===== src/rtl/vga_overlay_pkg.sv =====
// Shared encodings and constants for the on-screen register panel.
package vga_overlay_pkg;

    localparam logic [1:0] V_IDLE = 2'd0;
    localparam logic [1:0] V_ROW  = 2'd1;
    localparam logic [1:0] V_GAP  = 2'd2;

    localparam logic [2:0] BLACK = 3'b000;
    localparam logic [2:0] RED   = 3'b100;
    localparam logic [2:0] GREEN = 3'b010;

    localparam int H_ACTIVE = 800;
    localparam int V_ACTIVE = 480;

endpackage


===== src/rtl/vga_row_timer.sv =====
// Vertical schedule: walks rows and inter-row gaps, one step per line (vga_h == 0).
module vga_row_timer
    import vga_overlay_pkg::*;
#(
    parameter int          NUM_REGS  = 7,
    parameter logic [10:0] START_V   = 11'd10,
    parameter int          ROW_H     = 20,
    parameter int          ROW_PITCH = 30
) (
    input  logic        clk,
    input  logic        rst_n,
    input  logic [10:0] vga_h,
    input  logic [10:0] vga_v,
    output logic [2:0]  row,
    output logic        row_visible
);
    localparam int LW = $clog2(ROW_PITCH);

    logic [1:0]    state_q;
    logic [2:0]    row_q;
    logic [LW-1:0] line_q;

    always_ff @(posedge clk or negedge rst_n) begin
        if (!rst_n) begin
            state_q <= V_IDLE;
            row_q   <= '0;
            line_q  <= '0;
        end else if (vga_h == '0) begin
            case (state_q)
                V_IDLE: begin
                    if (vga_v == START_V) begin
                        state_q <= V_ROW;
                        row_q   <= '0;
                        line_q  <= '0;
                    end
                end
                V_ROW: begin
                    if (vga_v == '0) begin
                        state_q <= V_IDLE;
                        row_q   <= '0;
                        line_q  <= '0;
                    end else begin
                        line_q <= line_q + 1'b1;
                        if (line_q == LW'(ROW_H - 1)) state_q <= V_GAP;
                    end
                end
                V_GAP: begin
                    if (vga_v == '0) begin
                        state_q <= V_IDLE;
                        row_q   <= '0;
                        line_q  <= '0;
                    end else if (line_q == LW'(ROW_PITCH - 1)) begin
                        line_q <= '0;
                        // Last row done: park the row index at 0 until next frame.
                        if (row_q == 3'(NUM_REGS - 1)) begin
                            state_q <= V_IDLE;
                            row_q   <= '0;
                        end else begin
                            state_q <= V_ROW;
                            row_q   <= row_q + 3'd1;
                        end
                    end else begin
                        line_q <= line_q + 1'b1;
                    end
                end
                default: state_q <= V_IDLE;
            endcase
        end
    end

    assign row         = row_q;
    assign row_visible = (state_q == V_ROW);

endmodule


===== src/rtl/vga_register_scheduler.sv =====
// Register panel renderer: per-frame snapshot, cell walker and 1-clk registered pixel.
module vga_register_scheduler
    import vga_overlay_pkg::*;
#(
    parameter int          NUM_REGS   = 7,
    parameter logic [10:0] START_H    = 11'd50,
    parameter logic [10:0] START_V    = 11'd10,
    parameter int          CELL_W     = 16,
    parameter int          ROW_H      = 20,
    parameter int          ROW_PITCH  = 30,
    parameter logic [2:0]  ON_COLOUR  = GREEN,
    parameter logic [2:0]  OFF_COLOUR = RED
) (
    input  logic        clk,
    input  logic        rst_n,
    input  logic [10:0] vga_h,
    input  logic [10:0] vga_v,
    input  logic [63:0] regs_in,
    input  logic        freeze,
    output logic [2:0]  pixel_out,
    output logic        display_on,
    output logic [2:0]  row_sel
);
    localparam int PW = $clog2(CELL_W);

    logic [7:0][7:0] snap_q;
    logic [2:0]      row;
    logic            row_visible;

    logic            act_q, act_d, cur_act;
    logic [2:0]      cell_q, cell_d, cur_cell;
    logic [PW-1:0]   px_q, px_d, cur_px;
    logic [2:0]      pix_d, pixel_q, row_sel_q;
    logic            on_q;

    vga_row_timer #(
        .NUM_REGS (NUM_REGS),
        .START_V  (START_V),
        .ROW_H    (ROW_H),
        .ROW_PITCH(ROW_PITCH)
    ) u_row_timer (
        .clk        (clk),
        .rst_n      (rst_n),
        .vga_h      (vga_h),
        .vga_v      (vga_v),
        .row        (row),
        .row_visible(row_visible)
    );

    // The START_H pixel itself is drawn, so arming is resolved combinationally.
    always_comb begin
        cur_act  = act_q;
        cur_cell = cell_q;
        cur_px   = px_q;
        if (row_visible && vga_h == START_H) begin
            cur_act  = 1'b1;
            cur_cell = '0;
            cur_px   = '0;
        end
        if (!row_visible) cur_act = 1'b0;

        act_d  = cur_act;
        cell_d = cur_cell;
        px_d   = cur_px + 1'b1;
        if (cur_px == PW'(CELL_W - 1)) begin
            px_d   = '0;
            cell_d = cur_cell + 3'd1;
            if (cur_cell == 3'd7) act_d = 1'b0;
        end
        if (!cur_act) begin
            act_d  = 1'b0;
            cell_d = '0;
            px_d   = '0;
        end

        pix_d = BLACK;
        if (cur_act && cur_px != PW'(CELL_W - 1))
            pix_d = snap_q[row][3'd7 - cur_cell] ? ON_COLOUR : OFF_COLOUR;
    end

    always_ff @(posedge clk or negedge rst_n) begin
        if (!rst_n) begin
            snap_q    <= '0;
            act_q     <= 1'b0;
            cell_q    <= '0;
            px_q      <= '0;
            pixel_q   <= BLACK;
            on_q      <= 1'b0;
            row_sel_q <= '0;
        end else begin
            if (vga_h == '0 && vga_v == '0 && !freeze) snap_q <= regs_in;
            act_q     <= act_d;
            cell_q    <= cell_d;
            px_q      <= px_d;
            pixel_q   <= pix_d;
            on_q      <= cur_act;
            row_sel_q <= row_visible ? row : 3'd0;
        end
    end

    assign pixel_out  = pixel_q;
    assign display_on = on_q;
    assign row_sel    = row_sel_q;

endmodule

===== config.mk =====
export PLATFORM = sky130hd
export DESIGN_NAME = vga_register_scheduler
export DESIGN_NICKNAME = d
export VERILOG_FILES = /design/src/rtl/vga_overlay_pkg.sv /design/src/rtl/vga_row_timer.sv /design/src/rtl/vga_register_scheduler.sv
export SDC_FILE = /design/constraint.sdc
export NUM_CORES = 1
export LEC_CHECK = 0
export CORE_MARGIN = 4
export CORE_UTILIZATION = 40
export DETAILED_ROUTE_END_ITERATION = 10
export PLACE_DENSITY = 0.68
export SYNTH_ARGS = -nofsm -noshare
export SYNTH_HDL_FRONTEND = slang
export SYNTH_HIERARCHICAL = 1
export SYNTH_SLANG_ARGS = --single-unit

===== constraint.sdc =====
create_clock -name clk -period 2.3 [get_ports clk]
set_input_delay 0.345 -clock clk [delete_from_list [all_inputs] [get_ports clk]]
set_output_delay 0.345 -clock clk [all_outputs]
set_load 0.05 [all_outputs]

==> results.toml, run 1 <==
[critical_path]
cp-start-kind = "primary input"
cp.required_ns = 2.58
r2r_start = "u_row_timer/state_q[1]$_DFFE_PN0P_"
critical_path_arrival_ns = 2.50
crit_fanout = 5
path_class = "primary input to flop"
r2r_cells = 10
regToRegSetupSlack_ns = 0.14
crit_start = "vga_v[6]"
timing.rr.end = "cell_q[2]$_DFF_PN0_"
crit_path_end = "u_row_timer/row[2]$_DFFE_PN0P_"
critPathCaptureType = "flop"

[cells_and_area]
final_area_mm2 = 0.005906
drive_gt1_frac = 0.2725
area.growth.synth_to_final_pct = 33.33
layout.nets = 537
antennaDiodeCount = 0

[yosys]
synth_flop_cell = "dfrtp_1"
ys_top_cells_by_area = "dfrtp_1 (50%), mux2_2 (16%), mux4_1 (9.5%), ha_1 (2.5%), mux2i_1 (2.0%)"
netlist_area_mm2 = 0.004429
syn_inst = 326
ys_ff_latch = 88
synth_commonest_cells = "dfrtp_1 (88), mux2_2 (64), mux4_1 (16)"
yosysMostFrequentCell = "dfrtp_1"
syn_nets = 424
postSynth.asyncResetShare = 1.000
yosysUniqueCellTypes = 55
synth.largest_area_cell = "dfrtp_1"
ys_seq_area_frac = 0.4972
synth.avg_cell_area_um2 = 13.59
yosys_warnings = 6
synth_top_area_frac = 0.4972
synth_edf_count = 0

[placement]
gp_congestion = 0.9062
placed_cell_area_mm2 = 0.005640
hpwl_um = 7031
port_buffers = 94

[global_routing]
antenna_found_initial = 0
grt_pass1_wl_um = 15610
grt_pass1_vias = 3245
grt_overflow = 0
grtUsageTotal = 0.1519
grt_max_degree = 64

[route]
final_antenna_net_count = 0
drt_drc_violations_left = 0
routed_via_density = 5.228
wl_per_cell_um = 16.08
dr_total_vias = 3053
drt_iter0_drc = 104
routed_wl_um = 9390
dr.pass1.iters = 4

[sta]
hold_viol = 0
tightest_slew_ns = 0.6619
rsz0062_at_grt = "true"
finClkSkew_ns = 0.01020
slew_viol_final = 0
layout_min_cycle_time_ns = 2.221
finalCritPeriodShare = 0.9656
slew_headroom = 0.5541
setup_violations = 0
max_freq_ghz = 0.4503

[die]
start_util = 0.4086
die-width_um = 113.2
num_rows = 38
die_area_mm2 = 0.01282
core-area_mm2 = 0.01084
die-height_um = 113.2
pin_count = 96

[worst_hold_path]
hp-class = "primary input to asynchronous set/reset pin"

[cts]
clock_latency_ns = 0.36
cts_buffer_depth = 2
cts_post_setup_buffers_inserted = 0
cts-root-buf = "clkbuf_8"
h-tree-depth = 3
cts_made_buffers = 9
cts_tree = "yes"
numClockSinks = 88
clk_pin_slew_ns = 0.09

[power]
p_per_area_mw_per_mm2 = 491.0
report.power.total_w = 0.002900
vdd_drop_max_mv = 0.2830
leakage_nw = 2.734

[run]
cap_viol_max_count = 0

[status]
run_status = "finished clean"
==> state kept, by name (all words and copies together) (netlist names) <==
signal,cells
act_q,1
cell_q,3
display_on,1
pixel_out,2
px_q,4
row_sel,3
snap_q,64
u_row_timer/line_q,5
u_row_timer/row,3
u_row_timer/state_q,2
==> report_power, final <==
group	internal, W	switching [W]	leakage, nW
Sequential	0.00155	0.00000132	1.22
Clock	0.000546	0.000580	0.104
Combinational	0.000146	0.0000789	1.41
Total	0.00224	0.000660	2.73
==> cell type report <==
cell class              instances  area (um^2)
clock buffers                  10        137.6
clock inverters                 6        72.57
fillers                       905         4935
inverters                       7        26.28
multi-input cells             216         2125
flip-flops and latches         88         2202
well taps                     140        175.2
repair buffers                117         1167
==> cell usage in the layout, fill, tap and decap left out, types with 3 or more instances in the layout <==
cell	count
buf_4	18
inv_1	6
clkdlybuf4s50_1	93
nor4_1	7
ha_1	8
mux4_1	16
nor2_1	10
nor3_1	6
nand2_1	12
o21ai_1	4
nand3b_1	3
and2_1	8
nand3_1	7
o21ai_0	4
inv_6	3
nand4_1	3
dfrtp_1	88
clkbuf_8	10
buf_12	4
o31ai_1	3
mux2i_1	9
a21oi_1	3
mux2_2	64
and2b_2	3
==> routing by layer <==
metal | global-route usage | up-vias | routed length, um
met5 | 0 | - | 0
met4 | 0.03846 | 0 | 107
met3 | 0.04706 | 11 | 593
met2 | 0.2417 | 80 | 4396
met1 | 0.2036 | 1506 | 4293
li1 | - | 1456 | -
==> worst max-delay path, cell delays in order <==
cell             delay, ns
clkdlybuf4s50_1       0.42
or4_4                 0.60
o41ai_4               0.38
o2111ai_2             0.24
or3_1                 0.38
o21ai_1               0.14
==> per-stage QoR <==
step	TNS, ns	cells	setup slack, ns	hold slack (ns)	util
2_1_floorplan	0	326	0.1275	0.04941	-
3_3_place_gp	-3.974	567	-0.2399	0.2711	0.5203
3_5_place_dp	-9.064	567	-0.3485	0.2795	0.5203
4_1_cts	0	584	0.02506	0.4372	0.5406
5_1_grt	-0.02400	584	-0.02400	0.4487	0.5448
6_report	0	584	0.07918	0.4338	0.5448
==> cells by family (layout without fill, tap and decap cells) <==
logic type	after synthesis	after routing	share of synthesized area
mux	89	89	0.2780
flops	88	88	0.4972
simple gates	80	80	0.1040
compound gates	34	34	0.05509
buf+inv	22	140	0.03362
fa+ha+maj	9	9	0.02542
xor+xnor	3	3	0.005933
other cells	1	1	0.0008466
==> worst min path at each step <==
stage               slack, ns                                end  cells after the start
detailed placement       0.28  u_row_timer/line_q[4]$_DFFE_PN0P_                      1
global placement         0.27               row_sel[0]$_DFF_PN0_                      1
global route             0.45             snap_q[37]$_DFFE_PN0P_                      2
finish                   0.43  u_row_timer/line_q[4]$_DFFE_PN0P_                      2
CTS                      0.44             snap_q[37]$_DFFE_PN0P_                      2
floorplan                0.05                    act_q$_DFF_PN0_                      0
==> repair_timing <==
item,4_1_cts,5_1_grt
endpoints found under the setup margin,0,9
hold buffers,1,0
hold endpoints to repair,25,0
resized for setup,0,10
Note: power is estimated with default switching activity, not from simulation.
==> run 2, diff against run 1 <==
--- a/config.mk
+++ b/config.mk
@@ -7,8 +7,10 @@
 export LEC_CHECK = 0
 export CORE_MARGIN = 4
 export CORE_UTILIZATION = 40
+export CTS_CLUSTER_SIZE = 24
 export DETAILED_ROUTE_END_ITERATION = 10
 export PLACE_DENSITY = 0.68
+export SLEW_MARGIN = 0
 export SYNTH_ARGS = -nofsm -noshare
 export SYNTH_HDL_FRONTEND = slang
 export SYNTH_HIERARCHICAL = 1
==> results of run 2 <==
Final layout, timing and power as in run 1 (identical DEF).
==> edit 1: new RTL, config.mk and constraints of run 2 <==
`ROW_PITCH` is set to 30 in 2 places; all go to 15.
--- a/src/rtl/vga_row_timer.sv
+++ b/src/rtl/vga_row_timer.sv
@@ -7,3 +7,3 @@
     parameter int          ROW_H     = 20,
-    parameter int          ROW_PITCH = 30
+    parameter int          ROW_PITCH = 15
 ) (
--- a/src/rtl/vga_register_scheduler.sv
+++ b/src/rtl/vga_register_scheduler.sv
@@ -9,3 +9,3 @@
     parameter int          ROW_H      = 20,
-    parameter int          ROW_PITCH  = 30,
+    parameter int          ROW_PITCH  = 15,
     parameter logic [2:0]  ON_COLOUR  = GREEN,
Function: changed (Yosys sat finds a counterexample within 10 cycles, from zero or initial values and one cycle with rst_n low).
==> edit 1 against run 2 <==
Sequential cell count shrank 1; sequential share of layout area shrank 0.20 points; area after synthesis shrank 0.82%; maximum frequency shrank 2.1%; power shrank 1.5%; worst setup slack lost 0.048 ns; via count grew 0.13%; final area shrank 0.59%; wire length grew 3.2%; critical path type unchanged.
==> edit 1: results <==
set metrics [dict create \
    multi_input_area_share_pct 35.6 \
    grt_pass1_wl_um 16200 \
    multi_input_comb_cells 213 \
    yosysWarnings 6 \
    synthCells 321 \
    outcome "finished, final reports clean" \
    synth_area_leaders "dfrtp_1 (50%), mux2_2 (16%), mux4_1 (9.6%)" \
    r2r_end "pixel_out[2]" \
    n_fill_cell 896 \
    htree_num_levels 3 \
    totalWireLength_um 9690 \
    endpoint "u_row_timer/state_q[1]" \
    drive_above_1_share_pct 27.8 \
    ff_latch_area_um2 2180 \
    clk_pin_slew_ns 0.09 \
    r2r-start "u_row_timer/row[0]" \
    grt_pass1_vias 3305 \
    power.internal_mw 2.21 \
    nets 536 \
    nFlopsAndLatches 87 \
    cts_buffers 9 \
    place_ws_ns -0.302 \
    reg2reg_slack_ns 0.21 \
    top_regs "snap_q (64), px_q (4), u_row_timer/line_q (4)" \
    clk_share_pct 3.52 \
    syn_nets 419 \
    wl_per_cell_um 16.7 \
    gp_congestion 0.913 \
    synth_cell_types 53 \
    fin_ws_ns 0.0314 \
    io_buffers 94 \
    yosys-top-cells-count "dfrtp_1 (87), mux2_2 (64), mux4_1 (16)" \
    worst_pin_slew_ns 0.752 \
    post-dp-hpwl_um 7170 \
    critPathTopFamily "compound AO/OA/AOI/OAI gates" \
    via_per_inst 5.28 \
    grt_max_degree 59 \
    fin_skew_ns 0.0161 \
    grt_usage_pct 15.9 \
    signal_buffers 121 \
    ff2ff_path_depth 6 \
    place_inst 561 \
    critPathMaxFanout 4 \
    bufAreaShareNonClock_pct 20.5 \
    ys_seq_area_share_pct 49.6 \
    inv_count 6 \
    startpoint "vga_v[2]" \
    dr.first_iter.drc_count 114 \
    leakage_nw 2.71 \
    peakVddDrop_mv 0.305 \
    antenna_cells 0 \
]
-- edit 1: cell families after synthesis --
| kind of cell | synth area share (%) |
|---|---|
| compound gates | 4.81 |
| xor+xnor | 0.598 |
| fa+ha+maj | 2.56 |
| buf+inv | 3.30 |
| flops | 49.6 |
| mux | 28.0 |
| other cells | 0.0854 |
| simple gates | 11.1 |
-- edit 1: worst register-to-register path, stage by stage (launching register included) --
cell	delay, ns
dfrtp_1	0.38
buf_12	0.20
mux4_1	0.60
a22oi_1	0.23
nand4_1	0.13
a32oi_1	0.31
nor2b_1	0.16
-- edit 1: worst min path at each step --
stage	startpoint	endpoint	slack, ns
after floorplan	rst_n	act_q	0.05
after global placement	rst_n	snap_q[11]	0.45
after detailed placement	rst_n	snap_q[11]	0.46
after CTS	rst_n	snap_q[11]	0.06
after global routing	rst_n	snap_q[11]	0.09
final	rst_n	snap_q[11]	0.04
-- edit 1: stage by stage --
stage | instance area, um^2 | power, mW
global route | 5870 | 2.97
finish | 5870 | 2.86
detailed placement | 5630 | 1.78
floorplan | 4390 | 1.58
CTS | 5840 | 2.89
global placement | 5630 | 1.78
-- edit 1: per-layer routing --
layer  GRT usage [%]  share of wire, %  up-vias
met2            24.6                46       96
met5               0                 0        -
met3            5.56               7.4       12
li1                -                 -     1440
met1            21.1                45     1509
met4            5.21               1.4        0
-- edit 1: power groups by stage --
stage          clock network, mW  logic [mW]  registers, mW
3_3_place_gp                   0       0.219           1.56
3_5_place_dp                   0       0.223           1.56
2_1_floorplan                  0      0.0185           1.57
4_1_cts                     1.14       0.224           1.53
5_1_grt                     1.20       0.239           1.53
6_report                    1.10       0.222           1.53
-- edit 1: timing repair --
item                       CTS  global route
resized for setup            0             2
setup buffers                0             2
setup endpoints to repair    0             4
==> edit 2: new RTL, flow settings as in run 2 <==
Without the edit above. Reset style: synchronous (`rst_n`), changed in 2 clocked blocks.
--- a/src/rtl/vga_row_timer.sv
+++ b/src/rtl/vga_row_timer.sv
@@ -22,3 +22,3 @@
 
-    always_ff @(posedge clk or negedge rst_n) begin
+    always_ff @(posedge clk) begin
         if (!rst_n) begin
--- a/src/rtl/vga_register_scheduler.sv
+++ b/src/rtl/vga_register_scheduler.sv
@@ -80,3 +80,3 @@
 
-    always_ff @(posedge clk or negedge rst_n) begin
+    always_ff @(posedge clk) begin
         if (!rst_n) begin
Behaviour: differs if rst_n is asserted again (counterexample within 4 cycles, from zero or initial values and one cycle with rst_n low); with rst_n held inactive, the same outputs for 10 cycles.
==> edit 2 against run 2 <==
Critical path depth unchanged; final area shrank 2.5%; power decreased by 0.30%; worst setup slack gained 0.00071 ns; area after synthesis down 2.5%; wire length grew 9.3%; sequential share of layout area shrank 6.7 points; sequential cell count is the same; critical path type unchanged; highest routed layer unchanged.
==> edit 2: results <==
set metrics [dict create \
    holdPathStages 3 \
    ys_seq_area_share_pct 40.8 \
    r2r-start "u_row_timer/state_q[1]" \
    drive_above_1_share_pct 14.3 \
    grt_util_met2_pct 28.1 \
    synthFlopType "dfxtp_1" \
    ff2ff_path_depth 11 \
    switchingPower_mw 0.601 \
    worst_pin_slew_ns 0.519 \
    synth_area_leaders "dfxtp_1 (41%), mux2i_1 (16%), nor2b_1 (9.3%)" \
    post-dp-hpwl_um 7870 \
    yosys-top-cells-count "dfxtp_1 (88), mux2i_1 (70), nor2b_1 (64)" \
    htree_num_levels 3 \
    synth_cell_types 56 \
    leakage_nw 1.95 \
    n_fill_cell 918 \
    synthAdderAreaFrac_pct 2.61 \
    outcome "finished, final reports clean" \
    synthMuxAreaShare_pct 25.9 \
    vias 3330 \
    grt_pass1_vias 3369 \
    grt_use_met3_pct 3.15 \
    wl_per_cell_um 15.7 \
    gp_congestion 0.809 \
    reg2reg_slack_ns 0.16 \
    synthArstFlopShare_pct 0 \
    synth_xor_area_share_pct 0.608 \
    nets 611 \
    min_path_type "in2reg" \
    fin_skew_ns 0.00822 \
    synth_compound_area_share_pct 5.94 \
    peakVddDrop_mv 0.275 \
    grt_max_degree 65 \
    use_met1_pct 20.0 \
]
==> edit 2: worst max-delay path, cell delays in order <==
cell and delay [ns]:
clkdlybuf4s50_1 0.42, or4_4 0.59, nor4_4 0.31, o2111ai_2 0.19, or4_1 0.50, a21oi_1 0.15
==> edit 2: kinds of logic after synthesis <==
group                      count (synthesis)
AOI/OAI and AO/OA                         34
xor gates and xnor gates                   3
adders and majority gates                  9
buffers and inverters                     34
DFF                                       88
muxes                                     89
other                                      1
and+or+nand+nor                          143
==> edit 2: layer usage <==
metal  wire (um)  up-vias
met5           0        -
met4         133        0
met3         442       14
met2        5160       68
met1        4520     1581
li1            -     1667
==> edit 2: worst max-delay path by stage <==
stage	start	cells after the start	end	slack [ns]
CTS	vga_v[6]	6	u_row_timer/row[2]	0.07
detailed placement	vga_v[6]	6	u_row_timer/row[2]	-0.38
finish	vga_v[6]	6	u_row_timer/row[2]	0.08
global route	vga_v[6]	6	u_row_timer/row[2]	0.00009
floorplan	u_row_timer/state_q[1]	12	pixel_out[2]	0.04
global placement	vga_v[6]	6	u_row_timer/row[2]	-0.35
==> edit 2: cell type report <==
class / instances / share of cell area, %
Clock buffer: 10 / 2.22
Clock inverter: 6 / 1.46
Inverter: 12 / 0.782
Multi-Input combinational cell: 279 / 41.5
Sequential cell: 88 / 30.6
Tap cell: 136 / 2.96
Timing Repair Buffer: 123 / 20.5
==> edit 2: what timing repair did <==
item,in CTS,in global routing
pin swaps,2,1
endpoints found under the setup margin,1,1
setup buffers,1,0
cloned,0,0
gates resized for setup,1,0
hold endpoints to repair,0,0
==> edit 2: power by group through the flow <==
| stage | Clock [mW] | Sequential [mW] | Combinational, mW |
|---|---|---|---|
| floorplan | 0 | 1.56 | 0.0466 |
| global placement | 0 | 1.56 | 0.225 |
| detailed placement | 0 | 1.56 | 0.227 |
| CTS | 1.17 | 1.52 | 0.228 |
| global route | 1.23 | 1.52 | 0.238 |
| finish | 1.14 | 1.52 | 0.226 |
==> edit 2: through the flow <==
step           cells  area [um^2]  hold WS [ns]  setup WS [ns]  power [mW]
4_1_cts          654         5760         0.364         0.0664        2.92
2_1_floorplan    401         4320         0.471         0.0365        1.60
3_3_place_gp     637         5540         0.490         -0.352        1.78
5_1_grt          654         5760         0.400      0.0000933        2.99
3_5_place_dp     637         5540         0.492         -0.384        1.78
6_report         654         5760         0.381         0.0799        2.89
